==> config.mk <==
export PLATFORM = sky130hd
export DESIGN_NAME = vram_arbiter
export DESIGN_NICKNAME = d
export VERILOG_FILES = /design/src/rtl/vram_arbiter.sv
export SDC_FILE = /design/constraint.sdc
export NUM_CORES = 1
export LEC_CHECK = 0
export ABC_AREA = 1
export CAP_MARGIN = 20
export CELL_PAD_IN_SITES_DETAIL_PLACEMENT = 0
export CELL_PAD_IN_SITES_GLOBAL_PLACEMENT = 1
export CORE_UTILIZATION = 10
export CTS_BUF_LIST = sky130_fd_sc_hd__clkbuf_16
export CTS_CLUSTER_DIAMETER = 200
export CTS_CLUSTER_SIZE = 14
export DETAILED_ROUTE_END_ITERATION = 10
export PLACE_DENSITY = 0.79
export SYNTH_ARGS = -nofsm -noshare
export SYNTH_HDL_FRONTEND = slang
export SYNTH_SLANG_ARGS = --single-unit
export TNS_END_PERCENT = 50
==> constraint.sdc <==
create_clock -name CLK_I -period 1.33 [get_ports CLK_I]
set_clock_uncertainty 0.05 [all_clocks]
set_input_delay 0.3325 -clock CLK_I [delete_from_list [all_inputs] [get_ports CLK_I]]
set_output_delay 0.3325 -clock CLK_I [all_outputs]
set_load 0.01 [all_outputs]
==> src/rtl/vram_arbiter.sv <==
// Two-port Wishbone arbiter in front of a single VRAM slave: video fetch and host.
// A granted master owns the bus for its whole CYC tenure; every handover idles one cycle.
module vram_arbiter #(
  parameter int unsigned ADR_W = 13,
  parameter int unsigned DAT_W = 16
) (
  input  logic             CLK_I,
  input  logic             RST_I,
  // video fetch port (read-only)
  input  logic [ADR_W-1:0] V_ADR_I,
  input  logic             V_CYC_I,
  input  logic             V_STB_I,
  output logic             V_ACK_O,
  output logic [DAT_W-1:0] V_DAT_O,
  // host port
  input  logic [ADR_W-1:0] H_ADR_I,
  input  logic             H_CYC_I,
  input  logic             H_STB_I,
  input  logic             H_WE_I,
  input  logic [1:0]       H_SEL_I,
  input  logic [DAT_W-1:0] H_DAT_I,
  output logic [DAT_W-1:0] H_DAT_O,
  output logic             H_ACK_O,
  // VRAM master port
  output logic [ADR_W-1:0] M_ADR_O,
  output logic [DAT_W-1:0] M_DAT_O,
  output logic             M_CYC_O,
  output logic             M_STB_O,
  output logic             M_WE_O,
  output logic [1:0]       M_SEL_O,
  input  logic [DAT_W-1:0] M_DAT_I,
  input  logic             M_ACK_I,
  output logic [1:0]       GNT_O
);

  typedef enum logic [1:0] {StIdle, StVideo, StHost} state_e;

  state_e     state_q;
  logic [1:0] gnt_q;

  always_ff @(posedge CLK_I) begin
    if (!RST_I) begin
      state_q <= StIdle;
      gnt_q   <= 2'b00;
    end else begin
      unique case (state_q)
        StIdle: begin
          // video wins a same-cycle tie
          if (V_CYC_I) begin
            state_q <= StVideo;
            gnt_q   <= 2'b01;
          end else if (H_CYC_I) begin
            state_q <= StHost;
            gnt_q   <= 2'b10;
          end
        end
        StVideo: begin
          if (!V_CYC_I) begin
            state_q <= StIdle;
            gnt_q   <= 2'b00;
          end
        end
        StHost: begin
          if (!H_CYC_I) begin
            state_q <= StIdle;
            gnt_q   <= 2'b00;
          end
        end
        default: begin
          state_q <= StIdle;
          gnt_q   <= 2'b00;
        end
      endcase
    end
  end

  assign GNT_O   = gnt_q;
  assign V_DAT_O = M_DAT_I;
  assign H_DAT_O = M_DAT_I;

  always_comb begin
    M_ADR_O = '0;
    M_DAT_O = '0;
    M_CYC_O = 1'b0;
    M_STB_O = 1'b0;
    M_WE_O  = 1'b0;
    M_SEL_O = 2'b00;
    V_ACK_O = 1'b0;
    H_ACK_O = 1'b0;
    unique case (state_q)
      StVideo: begin
        M_ADR_O = V_ADR_I;
        M_CYC_O = V_CYC_I;
        M_STB_O = V_STB_I;
        M_SEL_O = 2'b11;
        V_ACK_O = M_ACK_I;
      end
      StHost: begin
        M_ADR_O = H_ADR_I;
        M_DAT_O = H_DAT_I;
        M_CYC_O = H_CYC_I;
        M_STB_O = H_STB_I;
        M_WE_O  = H_WE_I;
        M_SEL_O = H_SEL_I;
        H_ACK_O = M_ACK_I;
      end
      default: ;
    endcase
  end

endmodule

# Word level (Yosys, flattened, before mapping)
# Cells that the tools add are included.
[totals]
register_bits = 2
latchBits = 0
mem_bits_rw = 0
mem_bits_ro = 0
inputBits = 68
output_inout_bits = 70
memories = 0
[op_classes]
add_sub_neg = 0
multipliers = 0
div_mod_pow = 0
order_cmp = 0
n_eq_ne = 5
n_shift = 0
mux = 13
bitwise = 0
n_reduce_logical = 2
[ops]
columns = ["cell", "n"]
rows = [
  ["$pmux 13 s2", 1],
  ["$mux 16", 1],
  ["$mux 2", 4],
  ["$pmux 2 s3", 1],
  ["$ne 2x2->1 const B", 2],
  ["$pmux 1 s2", 2],
  ["$pmux 2 s2", 1],
  ["$mux 1", 3],
  ["$ne 3x3->1 const B", 1],
  ["$reduce_and 3->1", 1],
  ["$eq 2x1->1 const B", 1],
  ["$eq 2x2->1 const B", 1],
  ["$logic_not 2->1", 1],
]

# Depth between registers and ports, before layout
# Gate-level depths: netlist of run 1.
[depth]
word_depth = 3
mapped_depth = 9
ltp_nobuf = 8

# Worst setup path before layout of run 1
# OpenSTA, ideal clock, no wires.
[synth_timing]
path_kind = "register to output"
start = "reg GNT_O[0] (netlist name)"
end = "out M_ADR_O[10]"
t_arrival_ns = 1.201
t_required_ns = 0.947
path_slack_ns = -0.253
stages_incl_launch_ff = 6
path_cell_list = "dfxtp_1 inv_1 ha_1 inv_2 buf_2 a21oi_1"
[synth_rtl]
columns = ["element", "line", "source"]
rows = [
  ["end, declared", "25", "output logic [ADR_W-1:0] M_ADR_O,"],
]

==> results of run 1 <==
[kinds of logic (layout without fill, tap and decap cells)]
| kind of cell | Yosys count | count (layout) | share of synthesized area |
|---|---|---|---|
| buffers and inverters | 65 | 137 | 0.491 |
| DFF | 2 | 2 | 0.0495 |
| AOI/OAI and AO/OA | 19 | 19 | 0.122 |
| and+or+nand+nor | 59 | 59 | 0.291 |
| adders and majority gates | 3 | 3 | 0.0464 |
[layout make-up]
| class | count | area, sq um | share of cell area |
|---|---|---|---|
| Clock buffer | 3 | 75.1 | 0.0356 |
| Inverter | 26 | 114 | 0.0540 |
| Multi-Input combinational cell | 81 | 741 | 0.351 |
| Sequential cell | 2 | 47.5 | 0.0226 |
| Tap cell | 102 | 128 | 0.0605 |
| Timing Repair Buffer | 108 | 1000 | 0.476 |
[placed cells by master, fill, tap and decap left out, drive strengths merged]
cell	count
clkbuf	4
o21ai	1
nand3	1
dfxtp	2
ha	3
buf	56
nor2	3
inv	25
clkdlybuf4s50	51
clkinvlp	1
nand2	55
a21oi	18
[worst paths after layout]
path | end | slack, ns | cells past startpoint
setup / recovery | M_SEL_O[0] | -0.45 | 7
hold / removal | GNT_O[0]$_SDFFE_PN0P_ | 0.58 | 3
setup reg to reg | GNT_O[0]$_SDFFE_PN0P_ | -0.17 | 11
hold reg to reg | GNT_O[0]$_SDFFE_PN0P_ | 0.58 | 3
[tightest hold or removal path, cell delays in order (launching register included)]
cell,delay (ns)
dfxtp_4,0.35
buf_4,0.14
nand2_2,0.06
a21oi_2,0.04
[power breakdown]
group	internal [mW]	switching (mW)	leakage [nW]
sequential	0.0712	0.0160	0.0178
combinational	0.540	0.526	1.02
clock	0.382	0.0654	0.0370
[routing by layer]
metal / up-vias / global-route usage / routed length (microns) / part of all wire
met5: - / 0 / 0 / 0
met4: 0 / 0.0286 / 62 / 0.019
met3: 9 / 0.0174 / 286 / 0.086
met2: 41 / 0.134 / 1700 / 0.51
met1: 512 / 0.0814 / 1290 / 0.39
li1: 549 / - / - / -
[timing repair]
action                                 in CTS  in global routing
setup endpoints to repair                  40                 39
endpoints found under the hold margin       0                  0
setup buffers                               7                  0
cloned                                      1                  0
gates resized for setup                   184                 19
pin swaps                                   9                  3
==> summary.md, run 1 <==
| Metric | Value |
|---|---|
| Synth Instances | `148` |
| Worst skew pair latency | `0.22 ns` |
| Share of cells above drive strength 1 | `0.545` |
| Tot Pwr | `1.60 mW` |
| Synth Warn # | `0` |
| Post-route insts no fill | `322` |
| Via count | `1111` |
| Synth cell types | `14` |
| Htree depth | `1` |
| Die W | `91.9 microns` |
| Initial DRT Pass Iterations | `4` |
| CTS tree | `built` |
| Synth Area per Inst | `5.46 sq um` |
| Final Net Count | `293` |
| Worst Tran Pin Value | `0.248 ns` |
| Critical path capture point type | `primary output` |
| Critical Path Start | `GNT_O[0]$_SDFFE_PN0P_` |
| First-pass GRT wire length | `4.99 mm` |
| Final Worst Setup Slack | `-0.453 ns` |
| Placed cell count | `312` |
| Relative max-transition margin | `0.835` |
| DR iter-0 viols | `11` |
| Pwr/cell area | `759 mW/mm^2` |
| Reg2reg start | `GNT_O[1]$_SDFFE_PN0P_` |
| GRT Total Usage | `0.0735` |
| Outcome | `finished with violations` |
| Dominant cell type by area after synthesis | `buf_4` |
| Final Core Density | `0.271` |
| Syn-to-layout area delta | `161%` |
| Core Area | `0.00777 sq mm` |
| Achievable Freq | `561 MHz` |
| Remaining antenna violation count | `0` |
| Routed wire length | `3.34 mm` |
| Slowest-stage cell, CP | `dfxtp_4` |
| Leakage | `1.08 nW` |
| Hold Crit Start | `GNT_O[0]$_SDFFE_PN0P_` |
| Most common library cells after synthesis | `nand2_1, buf_4, inv_1` |
| Fin Setup TNS | `-13.66 ns` |
| N_diodes | `0` |
| Final number of hold-violating endpoints | `0` |
| Initial core utilization | `0.104` |
| CTS hold repair buffers | `0` |
| CP startpoint kind | `flip-flop` |
| Sequential area share after synthesis | `0.0495` |
| Maximum VDD drop | `0.719 mV` |
| Crit path max-delay family | `buffers and inverters` |
| Worst-path cell chain | `inv_4 -> ha_4 -> buf_12 -> buf_12 -> nand2_4 -> a21oi_4 -> buf_6` |
| Reg clk slew, reported paths | `0.03 ns` |
| Global route overflow | `0` |
| Number of buffers created by CTS | `3` |
| Initial antenna violation count | `0` |
| Cell area after synthesis | `808 sq um` |
| RSZ-0062 raised after global routing | `true` |
| Largest cells by area after synthesis | `buf_4, nand2_1, inv_1` |
| Failing checks | `negative setup slack` |
| Hold Crit Class | `flip-flop to flip-flop` |
| Async set-reset flop share out of synthesis | `0` |
| Post-route DRC | `0` |
| Top-area cell type share of the netlist area | `0.316` |
| Die area | `0.00845 sq mm` |
| MaxCap Viol Count | `0` |
| IO Pins | `138` |
| Final min period | `1.78 ns` |
| CP peak stage delay | `0.35 ns` |
| Root buf cell | `clkbuf_16` |
| Buffers & Inverters on Critical Path | `4` |
| Vias in the first global route | `1111` |
| Max reg flops | `2` |
| Crit path DAT | `1.40 ns` |
| CP Max Fanout | `7` |
| Synth Flop Type | `dfxtp_1` |
| CP required | `0.95 ns` |
| Clk sinks | `2` |
| Period utilization | `1.34` |
| CP Class | `flip-flop to primary output` |
| GP Congestion | `0.672` |
| Most common cell in the synthesized netlist | `nand2_1` |
| # rows | `32` |
| Via density | `3.45` |
| Syn Nets | `219` |
| DPL Wire Length | `2.47 mm` |
| Fill cells | `829` |
| Number of synthesized flops with an enable pin | `0` |
| Setup Viol. Count Final | `38` |
| Chip height | `91.9 microns` |
| Synth Register Bits | `2` |
| Most frequent CP cell | `buf_12` |
| Max-slew violation count | `0` |
| Final Instance Area | `0.00211 sq mm` |
| Hold slack | `0.582 ns` |
| Area after DPL | `0.00192 sq mm` |
| Largest net degree at the start of global routing | `18` |
| Max clock buf depth | `2` |
| PortBufs | `89` |
| Avg WL per Cell | `10.4 microns` |
| Place WS | `-0.758 ns` |
No activity file was read; power rests on OpenSTA's default activity.
==> run 2: changes to the inputs <==
--- a/config.mk
+++ b/config.mk
@@ -14,6 +14,7 @@
 export CTS_CLUSTER_DIAMETER = 200
 export CTS_CLUSTER_SIZE = 14
 export DETAILED_ROUTE_END_ITERATION = 10
+export MAX_ROUTING_LAYER = met4
 export PLACE_DENSITY = 0.79
 export SYNTH_ARGS = -nofsm -noshare
 export SYNTH_HDL_FRONTEND = slang
==> constraint.sdc (replaced) <==
create_clock -name CLK_I -period 1.5 [get_ports CLK_I]
set_clock_uncertainty 0.05 [all_clocks]
set_input_delay 0.375 -clock CLK_I [delete_from_list [all_inputs] [get_ports CLK_I]]
set_output_delay 0.375 -clock CLK_I [all_outputs]
set_load 0.01 [all_outputs]
==> summary.md, run 2 (synthesis results as in run 1) <==
| Metric | Value |
|---|---|
| Remaining antenna violation count | `0` |
| IO Pins | `138` |
| CP Max Fanout | `6` |
| Die W | `91.9 microns` |
| CP required | `1.07 ns` |
| Leakage | `1.01 nW` |
| CTS tree | `built` |
| Via count | `1132` |
| Initial DRT Pass Iterations | `4` |
| PortBufs | `89` |
| Outcome | `finished with violations` |
| Via density | `3.43` |
| Relative max-transition margin | `0.891` |
| Area after DPL | `0.00170 sq mm` |
| # rows | `32` |
| Vias in the first global route | `1160` |
| Period utilization | `1.19` |
| Setup Viol. Count Final | `37` |
| Clk sinks | `2` |
| Placed cell count | `312` |
| Avg WL per Cell | `10.4 microns` |
| MaxCap Viol Count | `0` |
| GRT Total Usage | `0.0794` |
| GP Congestion | `0.653` |
| Final Core Density | `0.261` |
| RSZ-0062 raised after global routing | `true` |
| Routed wire length | `3.44 mm` |
| Global route overflow | `0` |
| Achievable Freq | `560 MHz` |
| Critical path capture point type | `primary output` |
| Syn-to-layout area delta | `151%` |
| Root buf cell | `clkbuf_16` |
| Failing checks | `negative setup slack` |
| Maximum VDD drop | `0.598 mV` |
| Largest net degree at the start of global routing | `14` |
| Pwr/cell area | `720 mW/mm^2` |
| Sequential share of power | `0.050` |
| Int Power | `966 uW` |
| Final Worst Setup Slack | `-0.286 ns` |
| Chip height | `91.9 microns` |
| DR iter-0 viols | `7` |
| Post-route DRC | `0` |
| Final min period | `1.79 ns` |
| Crit path DAT | `1.36 ns` |
| Number of buffers created by CTS | `3` |
| Fin Setup TNS | `-8.30 ns` |
| Final Net Count | `301` |
| Core Area | `0.00777 sq mm` |
| Final number of hold-violating endpoints | `0` |
| Reg clk slew, reported paths | `0.03 ns` |
| Max clock buf depth | `2` |
| Post-route insts no fill | `330` |
| Hold slack | `0.662 ns` |
| Hold Crit Class | `primary input to flip-flop` |
| Commonest non-fill, non-tap cell in the layout | `clkdlybuf4s50_1` |
| Die area | `0.00845 sq mm` |
| Initial core utilization | `0.104` |
| CP startpoint kind | `flip-flop` |
| First-pass GRT wire length | `5.20 mm` |
| CP Class | `flip-flop to primary output` |
| Initial antenna violation count | `0` |
| Sw Ratio | `0.339` |
| DPL Wire Length | `2.28 mm` |
| Max-slew violation count | `0` |
| Tot Pwr | `1.46 mW` |
| Most frequent cells in the layout | `clkdlybuf4s50_1, nand2_1, buf_2` |
| Net Sw Power | `495 uW` |
| N_diodes | `0` |
| Clk pwr share | `0.273` |
| Logic pwr share | `0.677` |
| Place WS | `-0.557 ns` |
| Share of cells above drive strength 1 | `0.548` |
| Final Instance Area | `0.00203 sq mm` |
| Worst skew pair latency | `0.22 ns` |
| Worst Tran Pin Value | `0.161 ns` |
| Htree depth | `1` |
| Max reg flops | `2` |
[run 2: cell types whose count changed in the layout (fill, tap and decap cells not counted), sizes merged]
cell,before,now
clkbuf,4,5
clkinvlp,1,0
buf,56,63
inv,25,26
[run 2: worst max-delay path, stage by stage, from the launching register on]
cell and delay, ns:
dfxtp_4 0.34, inv_4 0.07, ha_4 0.15, buf_6 0.12, buf_8 0.12, nand2_4 0.04, nand2_2 0.06, inv_2 0.04
nor2_2 0.06, buf_2 0.13
[run 2: layout make-up]
type | instances | area (sq um)
Clock buffer | 3 | 75.1
Multi-Input combinational cell | 81 | 562
Timing Repair Buffer | 116 | 1110
Fill cell | 870 | 5740
Inverter | 26 | 108
Tap cell | 102 | 128
Sequential cell | 2 | 47.5
[run 2: routing by layer]
| layer | GRT usage | routed length (microns) | vias to the layer above |
|---|---|---|---|
| met3 | 0.0199 | 354 | 14 |
| li1 | - | - | 566 |
| met1 | 0.0810 | 1300 | 489 |
| met5 | - | 0 | - |
| met4 | 0.0208 | 48 | 0 |
| met2 | 0.150 | 1740 | 63 |
[run 2: final timing paths]
path / from / cells after the start / to / slack [ns]
min: RST_I / 3 / GNT_O[0]$_SDFFE_PN0P_ / 0.66
max: GNT_O[0]$_SDFFE_PN0P_ / 9 / M_CYC_O / -0.29
max reg2reg: GNT_O[0]$_SDFFE_PN0P_ / 12 / GNT_O[0]$_SDFFE_PN0P_ / -0.02
min reg2reg: GNT_O[1]$_SDFFE_PN0P_ / 4 / GNT_O[1]$_SDFFE_PN0P_ / 0.66
[run 2: what timing repair did]
| item | CTS | global route |
|---|---|---|
| hold buffers | 0 | 0 |
| pin swaps | 2 | 0 |
| gates resized for setup | 169 | 44 |
| setup endpoints to repair | 38 | 37 |
| buffers inserted | 6 | 5 |
| gates cloned | 3 | 1 |
[run 2: power by group through the flow]
stage          clock network [mW]  logic, mW  registers, mW
3_5_place_dp                    0      0.722         0.0690
6_report                    0.398      0.989         0.0734
5_1_grt                     0.412       1.07         0.0750
2_1_floorplan                   0      0.388         0.0729
4_1_cts                     0.408      0.873         0.0730
3_3_place_gp                    0      0.718         0.0691
==> run 3: changes to the inputs <==
--- a/config.mk
+++ b/config.mk
@@ -16,6 +16,7 @@
 export DETAILED_ROUTE_END_ITERATION = 10
 export MAX_ROUTING_LAYER = met4
 export PLACE_DENSITY = 0.79
+export REMOVE_ABC_BUFFERS = 1
 export SYNTH_ARGS = -nofsm -noshare
 export SYNTH_HDL_FRONTEND = slang
 export SYNTH_SLANG_ARGS = --single-unit
==> summary.md, run 3 (synthesis results as in run 1) <==
| Metric | Value |
|---|---|
| Fin Setup TNS | `-7.13 ns` |
| Outcome | `finished with violations` |
| Top routing layer in use | `met4` |
| Initial core utilization | `0.104` |
| Setup Viol. Count Final | `36` |
| Largest net degree at the start of global routing | `18` |
| MaxCap Viol Count | `0` |
| DPL Wire Length | `2.95 mm` |
| Net Sw Power | `437 uW` |
| CTS tree | `built` |
| Worst skew pair latency | `0.22 ns` |
| Core Area | `0.00777 sq mm` |
| Achievable Freq | `560 MHz` |
| Routed wire length | `3.99 mm` |
| Crit path max-delay family | `buffers and inverters` |
| Clk sinks | `2` |
| Die area | `0.00845 sq mm` |
| Slowest-stage cell, CP | `dfxtp_4` |
| Relative max-transition margin | `0.891` |
| Final Net Count | `289` |
| Htree depth | `1` |
| Failing checks | `negative setup slack` |
| Avg WL per Cell | `12.5 microns` |
| RSZ-0062 raised after global routing | `true` |
| Maximum VDD drop | `0.290 mV` |
| Vias in the first global route | `1104` |
| Area after DPL | `0.00161 sq mm` |
| Root buf cell | `clkbuf_16` |
| Final Worst Setup Slack | `-0.285 ns` |
| Final min period | `1.79 ns` |
| Critical path capture point type | `primary output` |
| Wl on met1 | `1.52 mm` |
| Most frequent cells in the layout | `clkdlybuf4s50_1, nand2_1, buf_2` |
| IO Pins | `138` |
| Final Instance Area | `0.00181 sq mm` |
| Placed cell count | `309` |
| CP required | `1.07 ns` |
| Global route overflow | `0` |
| Reg clk slew, reported paths | `0.03 ns` |
| First-pass GRT wire length | `5.89 mm` |
| Worst-path cell chain | `inv_4 -> buf_12 -> ha_4 -> inv_8 -> a21oi_1 -> buf_2` |
| GRT Total Usage | `0.0942` |
| CP Class | `flip-flop to primary output` |
| Clk pwr share | `0.320` |
| Final Core Density | `0.233` |
| Logic pwr share | `0.620` |
| Number of buffers created by CTS | `3` |
| N_diodes | `0` |
| Sequential share of power | `0.060` |
| Routed wl met3 | `642 microns` |
| PortBufs | `89` |
| Max reg flops | `2` |
| Initial DRT Pass Iterations | `4` |
| Leakage | `0.917 nW` |
| Commonest non-fill, non-tap cell in the layout | `clkdlybuf4s50_1` |
| Tot Pwr | `1.24 mW` |
| GP Congestion | `0.716` |
| Crit path DAT | `1.36 ns` |
| # rows | `32` |
| Int Power | `804 uW` |
| Final number of hold-violating endpoints | `0` |
| Syn-to-layout area delta | `124%` |
| Fill cells | `883` |
| Buffers & Inverters on Critical Path | `4` |
| Post-route DRC | `0` |
| Via count | `1099` |
| CP startpoint kind | `flip-flop` |
| Share of cells above drive strength 1 | `0.458` |
| Sw Ratio | `0.352` |
| CP peak stage delay | `0.35 ns` |
| Chip height | `91.9 microns` |
| Remaining antenna violation count | `0` |
| Period utilization | `1.19` |
| Pwr/cell area | `685 mW/mm^2` |
| Worst Tran Pin Value | `0.161 ns` |
| CP Max Fanout | `17` |
| Post-route insts no fill | `318` |
| DR iter-0 viols | `32` |
| Max clock buf depth | `2` |
| Met2 Wirelength | `1.79 mm` |
| Die W | `91.9 microns` |
| Via density | `3.46` |
| Max-slew violation count | `0` |
| Hold Crit Class | `flip-flop to flip-flop` |
| Initial antenna violation count | `0` |
## run 3: changes by cell type in the layout (fill, tap and decap cells not counted), moves of 2 or more
cell	change
buf_12	-3
buf_2	-2
buf_16	-3
nand2_2	-7
a21oi_2	-5
nand2_1	+7
inv_1	-2
buf_4	-9
buf_8	+2
dlygate4sd2_1	+2
inv_2	+2
buf_6	+3
a21oi_1	+6
## run 3: area by class of cell
cell class	instances	area, sq um	area share
inverter	26	110	0.0608
timing repair buffer	104	942	0.520
tap	102	128	0.0704
clock buffer	3	75.1	0.0414
multi-input combinational	81	512	0.282
sequential	2	45.0	0.0249
## run 3: timing repair
item | CTS | global route
pin swaps | 4 | 4
hold buffers | 0 | 0
cloned | 2 | 0
setup endpoints to repair | 38 | 36
gates resized for setup | 189 | 32
setup buffers | 6 | 1
## run 3: power groups by stage
| stage | registers, mW | logic, mW | clock network (mW) |
|---|---|---|---|
| 3_5_place_dp | 0.0673 | 0.635 | 0 |
| 6_report | 0.0746 | 0.769 | 0.397 |
| 5_1_grt | 0.0758 | 0.831 | 0.408 |
| 4_1_cts | 0.0737 | 0.761 | 0.402 |
| 3_3_place_gp | 0.0670 | 0.627 | 0 |
| 2_1_floorplan | 0.0713 | 0.223 | 0 |
## run 3: final timing paths
| path | start | end | slack, ns | cells after the start |
|---|---|---|---|---|
| max | GNT_O[0]$_SDFFE_PN0P_ | M_ADR_O[6] | -0.29 | 6 |
| min | GNT_O[0]$_SDFFE_PN0P_ | GNT_O[0]$_SDFFE_PN0P_ | 0.57 | 3 |
| max reg2reg | GNT_O[0]$_SDFFE_PN0P_ | GNT_O[0]$_SDFFE_PN0P_ | 0.13 | 10 |
| min reg2reg | GNT_O[0]$_SDFFE_PN0P_ | GNT_O[0]$_SDFFE_PN0P_ | 0.57 | 3 |
## run 3: through the flow
stage / hold slack, ns / setup slack (ns)
2_1_floorplan: 0.447 / -0.432
4_1_cts: 0.571 / -0.286
5_1_grt: 0.595 / -0.321
3_3_place_gp: 0.538 / -0.564
6_report: 0.573 / -0.285
3_5_place_dp: 0.556 / -0.585
## run 3: tightest hold or removal path: stages (launching register included)
cell,delay (ns)
dfxtp_4,0.35
buf_4,0.14
nand2_2,0.06
a21oi_2,0.04
## run 3: per-layer routing
metal,global-route usage,vias up
li1,-,538
met1,0.0989,475
met2,0.144,80
met3,0.0630,6
met4,0.0260,0
met5,-,-
